==> src/rtl/xbar_param.sv <==
// xbar_param: NPORT x NPORT crossbar with one-hot per-output source select,
// multicast, and a one-entry registered output stage per port.
//
// Ports:
//   clk        clock, all state updates on posedge
//   rst        asynchronous active-low reset
//   in_data    input flits, port i at [i*DW +: DW]
//   in_valid   per-input flit valid
//   in_ready   per-input accept (combinational, independent of in_valid)
//   sel        per-output one-hot source select, output o at [o*NPORT +: NPORT]
//   out_data   registered output flits, port o at [o*DW +: DW]
//   out_valid  per-output register occupied
//   out_ready  per-output downstream accept
//   err_cnt    saturating count of cycles with a multi-hot select whose
//              selected inputs carry a valid flit
//
// Build option: define XBAR_PARAM_ERRCNT_EN to enable the err_cnt counter;
// otherwise err_cnt is tied to zero.
module xbar_param #(
    parameter int NPORT = 3,
    parameter int DW    = 8
) (
    input  logic                   clk,
    input  logic                   rst,
    input  logic [NPORT*DW-1:0]    in_data,
    input  logic [NPORT-1:0]       in_valid,
    output logic [NPORT-1:0]       in_ready,
    input  logic [NPORT*NPORT-1:0] sel,
    output logic [NPORT*DW-1:0]    out_data,
    output logic [NPORT-1:0]       out_valid,
    input  logic [NPORT-1:0]       out_ready,
    output logic [7:0]             err_cnt
);
    logic [NPORT*NPORT-1:0] w_lsel;
    logic [NPORT-1:0]       w_can_load;
    logic [NPORT-1:0]       w_used;
    logic [NPORT-1:0]       w_block;
    logic [NPORT-1:0]       w_load;
    logic [NPORT*DW-1:0]    w_next_data;
    logic [NPORT*DW-1:0]    r_data;
    logic [NPORT-1:0]       r_valid;

    // Idle and multi-hot selects are masked to zero so they neither load nor
    // take part in the acceptance decision.
    always_comb begin
        w_lsel     = '0;
        w_can_load = '0;
        for (int o = 0; o < NPORT; o++) begin
            w_lsel[o*NPORT +: NPORT] = $onehot(sel[o*NPORT +: NPORT]) ? sel[o*NPORT +: NPORT] : '0;
            w_can_load[o]            = !r_valid[o] || out_ready[o];
        end
    end

    // An input is accepted only if it has at least one legal destination and
    // none of those destinations is stalled; this keeps multicast atomic.
    always_comb begin
        w_used  = '0;
        w_block = '0;
        for (int o = 0; o < NPORT; o++) begin
            for (int i = 0; i < NPORT; i++) begin
                if (w_lsel[o*NPORT + i]) begin
                    w_used[i] = 1'b1;
                    if (!w_can_load[o])
                        w_block[i] = 1'b1;
                end
            end
        end
    end

    assign in_ready = rst ? (w_used & ~w_block) : '0;

    always_comb begin
        w_load      = '0;
        w_next_data = '0;
        for (int o = 0; o < NPORT; o++) begin
            for (int i = 0; i < NPORT; i++) begin
                if (w_lsel[o*NPORT + i] && in_valid[i] && in_ready[i]) begin
                    w_load[o]                = 1'b1;
                    w_next_data[o*DW +: DW]  = in_data[i*DW +: DW];
                end
            end
        end
    end

    // Load has priority over drain so a simultaneous drain+load keeps full rate.
    always_ff @(posedge clk or negedge rst) begin
        if (!rst) begin
            r_valid <= '0;
            r_data  <= '0;
        end else begin
            for (int o = 0; o < NPORT; o++) begin
                if (w_load[o]) begin
                    r_valid[o]         <= 1'b1;
                    r_data[o*DW +: DW] <= w_next_data[o*DW +: DW];
                end else if (out_ready[o]) begin
                    r_valid[o] <= 1'b0;
                end
            end
        end
    end

    assign out_data  = r_data;
    assign out_valid = r_valid;

`ifdef XBAR_PARAM_ERRCNT_EN
    logic       w_err;
    logic [7:0] r_err_cnt;

    // One increment per cycle no matter how many outputs are misconfigured.
    always_comb begin
        w_err = 1'b0;
        for (int o = 0; o < NPORT; o++) begin
            if (!$onehot0(sel[o*NPORT +: NPORT]) && |(sel[o*NPORT +: NPORT] & in_valid))
                w_err = 1'b1;
        end
    end

    always_ff @(posedge clk or negedge rst) begin
        if (!rst)
            r_err_cnt <= 8'd0;
        else if (w_err && r_err_cnt != 8'hFF)
            r_err_cnt <= r_err_cnt + 8'd1;
    end

    assign err_cnt = r_err_cnt;
`else
    assign err_cnt = 8'd0;
`endif
endmodule

==> config.mk <==
export PLATFORM = sky130hd
export DESIGN_NAME = xbar_param
export DESIGN_NICKNAME = d
export VERILOG_FILES = /design/src/rtl/xbar_param.sv
export SDC_FILE = /design/constraint.sdc
export NUM_CORES = 1
export LEC_CHECK = 0
export ABC_AREA = 1
export BUFFER_PORTS_ARGS = -buffer_cell sky130_fd_sc_hd__buf_2
export CORE_MARGIN = 4
export CORE_UTILIZATION = 45
export DETAILED_ROUTE_END_ITERATION = 12
export PLACE_DENSITY = 0.72
export SYNTH_ARGS = -nofsm -noshare
export SYNTH_HDL_FRONTEND = slang
export SYNTH_SLANG_ARGS = --single-unit
==> constraint.sdc <==
create_clock -name clk -period 4.2 [get_ports clk]
set_clock_uncertainty 0.05 [all_clocks]
set_input_delay 0.63 -clock clk [delete_from_list [all_inputs] [get_ports clk]]
set_output_delay 0.63 -clock clk [all_outputs]
set_load 0.02 [all_outputs]
# Yosys cells after proc, flatten, opt, wreduce, memory -nomap -nowiden
# Index checks and enable logic that the tools add are counted.
# classes
add_sub_neg,6
eq_ne,3
muxes,53
bitwise_logic,2
reduce_logical,27
# op_table
op,count
$mux 8,9
$mux 1,40
$logic_and 1x1->1,18
$mux 3,4
$add 1x1->2,3
$add 2x1->2,3
$eq 2x1->1 const B,3
$reduce_bool 2->1,3
$and 3x3->3,1
$logic_not 1->1,3
$logic_or 1x1->1,3
$not 3->3,1
# word_totals
ff_bits,27
inputBits,41
output_inout_bits,38
elab_cells,97

# Logic depth before layout (Yosys ltp)
# logic_depth
depth_word,17
depth_mapped,15
depth_no_buf,14

# Worst setup path before layout
# Ideal clock, no wire load.
# synth_timing
path_type,input to output
start,input port sel[3]
end,output port in_ready[1]
arrival_ns,2.120
t_required_ns,3.520
path_slack_ns,1.400
path_stages,10
n_path_buf,1
cell_sequence,inv_1 fa_1 inv_2 nand2_2 nor2_1 nand2_1 nand2_2 nor2_8 buf_2 and2_1
# synth_between
elab_chain_cells,10
word_cells_on_any_way,12
classes_between,add/sub (2); eq/ne (1); mux (7); bitwise (2)
# synth_rtl
element,line_no,source
start: declaration,28,"input logic [NPORT*NPORT-1:0] sel,"
$add 1x1->2 (*),49,w_lsel[o*NPORT +: NPORT] = $onehot(sel[o*NPORT +: NPORT]) ? sel[o*NPORT +: NPORT] : '0;
$add 2x1->2 (*),49,
$eq 2x1->1 (*),49,
$mux 3 (*),49,
$mux 1,61,if (w_lsel[o*NPORT + i]) begin
$mux 1,63,if (!w_can_load[o])
$mux 1,61,
$not 3->3,70,assign in_ready = rst ? (w_used & ~w_block) : '0;
$and 3x3->3 (*),70,
$mux 3 (*),70,
end: declaration,27,"output logic [NPORT-1:0] in_ready,"
# Mark *: on every way between the ends. The rest lies on a longest branch, timed or not.

# Final worst setup path
# layout_timing
start,input port sel[0]
end,output port in_ready[1]
# layout_between
elab_chain_cells,12
word_cells_on_any_way,15
classes_between,add/sub (2); eq/ne (1); mux (10); bitwise (2)
# layout_rtl
element,line_no
$add 1x1->2 (*),49
$add 2x1->2 (*),49
$eq 2x1->1 (*),49
$mux 3 (*),49
$mux 1,61
$mux 1,63
$mux 1,61
$mux 1,63
$mux 1,61
$not 3->3,70
$and 3x3->3 (*),70
$mux 3 (*),70
# Marks and branches as above.

==> metrics.md <==
| Metric | Value |
|---|---|
| Final Util | `52.95%` |
| FMAX | `approximately 330 MHz` |
| Total power | `about 1.2 mW` |
| Clk_lat worst skew | `0.28 ns` |
| Post-Syn Area | `between 0.002 and 0.003 mm²` |
| Placed insts | `497` |
| Leading area contributor after synthesis | `dfrtp_1` |
| Proportion of power drawn by the clock network | `about 14%` |
| Fin. Hold Viols | `0` |
| Area contributors post-synth | `dfrtp_1 (26%), nand4_1 (13%), nand2_1 (12%)` |
| Post-Synthesis Cells | `between 300 and 400` |
| Drc violations | `0` |
| Avg Inst Size Synth | `~7.1 µm²` |
| Num CTS Buffers | `3` |
| Peak supply drop | `approximately 0.25 mV` |
| Total track usage | `a little over a fifth` |
| DIE AREA | `between 0.007 and 0.008 mm²` |
| Comb pwr share | `between 40 and 50%` |
| Worst-path fanout max | `28` |
| Share of cells above drive strength 1 | `roughly 27%` |
| Routed via count divided by cell count | `roughly 5.4` |
| Die W | `roughly 84 µm` |
| Status | `complete, no violations` |
| Mux cell area share after synthesis | `0%` |
| Area Overhead vs Synth | `13.36%` |
| Antenna viol nets, final | `0` |
| Worst EP arrival | `between 2 and 2.5 ns` |
| DR pass1 iterations | `5` |
| Reg2reg path depth | `7` |
| Compound-Gate Fraction of Synth Area | `between 2 and 2.5%` |
| Crit-path slowest cell | `fa_1` |
| Simple-gate portion of the synthesized area | `52.52%` |
| Period utilisation layout | `72.63%` |
| WHS | `0.3144 ns` |
| CTS tree | `done` |
| Final setup vio count | `0` |
| CTS root buf | `clkbuf_8` |
| Starting Density | `around 47%` |
| Synth top area share | `approximately a quarter` |
| RSZ-0062 raised after global routing | `false` |
| Commonest non-fill, non-tap cell in the layout | `nand2_1` |
| Ant diodes | `0` |
| 1st-iter DRT viols | `roughly 250` |
| Most frequent cells in the layout | `nand2_1 (86), buf_2 (70), inv_1 (64)` |
| NetSw | `~530 µW` |
| Die height | `around 84 µm` |
| Startpoint types | `input pin` |
| Post-synthesis sequential area ratio | `25.95%` |
| PD cells | `slightly below 400 mW/mm²` |
| Maxcap violations | `0` |
| Hold-fix buffers, CTS | `0` |
| Flop-to-flop setup slack | `2.12 ns` |
| WL per Instance | `around 15 µm` |
| Routed WL | `7502 µm` |
| Global-route wire length before repair | `roughly 13,000 µm` |
| Post-CTS Resized | `0` |
| Htree depth | `1` |
| Tmin final | `3.051 ns` |
| Vias | `roughly 2,700` |
| Sw Share | `around 45%` |
| CP max stage delay | `roughly 0.55 ns` |
| Largest family of logic cells by synthesized area | `simple AND/OR/NAND/NOR gates` |
| Reg power frac | `a little under two fifths` |
| Post-synth cell types | `26` |
| CP bufs+invs | `4` |
| Final setup TNS | `0 ns` |
| Number of global-route vias before repair | `2,584` |
| Postcts setup bufs | `0` |
| XOR/XNOR Fraction of Synth Area | `0%` |
| Worst path cell trace | `buf_2 > inv_1 > fa_1 > inv_1 > nand3_2 > o21ai_2 > nor2_8 > and2_1 > buf_2` |
| IO buf count | `70` |
| Reg-to-Reg Start | `out_valid[0]$_DFFE_PN0P_` |
| Clk buf depth | `2` |
| Global route overflow | `0` |
| Nets | `~470` |
| Initial antenna violation count | `0` |
| Worst setup EP type | `output pin` |
| Post-DP HPWL | `5730 µm` |
| Static Leak | `approximately 1.7 nW` |
| Max-slew headroom | `a little under three fifths` |
| Worst Max-Slew Pin Slew | `0.6597 ns` |
| Reg-to-Reg End | `out_data[3]$_DFFE_PN0P_` |
| CP Class | `input pin to output pin` |
| CP top delay family | `simple AND/OR/NAND/NOR gates` |
| Hold crit path type | `input pin to asynchronous set/reset pin` |
| Placer congestion estimate | `about 0.97` |
| Core area | `0.005574 mm²` |
| Final std cells w/o fill | `roughly 500` |
| Placement row count | `27` |
| Yosys Warn Count | `0` |
| Cell Int Power | `roughly 640 µW` |
| Clock Pin Slew Worst Setup and Hold Paths | `around 0.10 ns` |
| Critical path data required time | `3.52 ns` |
| Largest net degree at the start of global routing | `31` |
| Final Max Tran Viols | `0` |
| Clock Sinks | `27` |
| IO Pins | `79` |
| Synthesized flop and latch total | `27` |
| Fill count | `roughly 570` |
| Post-Synth Adder-Cell Area | `under 10%` |
==> sequential cells by signal (all words and copies together), names as in the netlist <==
register / flops
out_valid: 3
out_data: 24
==> through the flow <==
stage,setup slack (ns),instance area (µm²)
floorplan,1.400,2630
detailed placement,1.145,2903
global placement,1.183,2903
finish,1.149,2952
global route,1.039,2952
CTS,1.143,2952
==> worst register-to-register path: stages (launching register included) <==
cell and delay (ns):
dfrtp_1 0.40, nand2_1 0.21, o21ai_0 0.14, nor2_1 0.25
nand3_1 0.48, o21ai_0 0.34, nand2_1 0.08, nand3_1 0.07
==> Yosys cell counts, drive strengths merged <==
| cell type | instances |
|---|---|
| a21oi | 1 |
| and2 | 1 |
| and3 | 1 |
| buf | 22 |
| conb | 1 |
| dfrtp | 27 |
| fa | 3 |
| inv | 70 |
| nand2 | 90 |
| nand3 | 64 |
| nand4 | 57 |
| nor2 | 25 |
| o21ai | 7 |
==> how the worst max path moves through the flow <==
stage	endpoint	cells past startpoint	start
global placement	in_ready[1]	10	sel[3]
global route	in_ready[1]	10	sel[3]
detailed placement	in_ready[1]	9	sel[0]
floorplan	in_ready[1]	10	sel[3]
CTS	in_ready[1]	9	sel[0]
finish	in_ready[1]	9	sel[0]
==> layer usage <==
metal  routed length (µm)  share of wire (%)  vias up  global-route usage (%)
met5                    0                  0        -                       0
met3                  707                9.4        9                   4.344
li1                     -                  -     1322                       -
met1                 3355                 45     1255                   31.08
met4                   81                1.1        0                   4.386
met2                 3358                 45      133                   33.50
==> power groups by stage <==
stage / combinational, mW / sequential (mW) / clock [mW]
after CTS: 0.585 / 0.438 / 0.158
after floorplan: 0.239 / 0.591 / 0
after global routing: 0.639 / 0.452 / 0.169
final: 0.577 / 0.437 / 0.158
after global placement: 0.571 / 0.441 / 0
after detailed placement: 0.580 / 0.443 / 0
==> kinds of logic (layout without fill, tap and decap cells) <==
family,Yosys count,in the layout
other,1,8
AND/OR/NAND/NOR,238,238
flip-flops,27,27
AO/OA/AOI/OAI,8,8
buffers and inverters,92,145
adder cells (fa/ha/maj),3,3
==> cell type report <==
cell class,instances,area [µm²],share of cell area [%]
clock buffers,3,41.29,1.399
clock inverters,1,7.507,0.2543
inverters,70,262.8,8.902
multi-input cells,257,1516,51.38
flip-flops and latches,27,675.6,22.89
well taps,72,90.09,3.052
repair buffers,71,357.8,12.12
(Power assumes the default switching activity.)
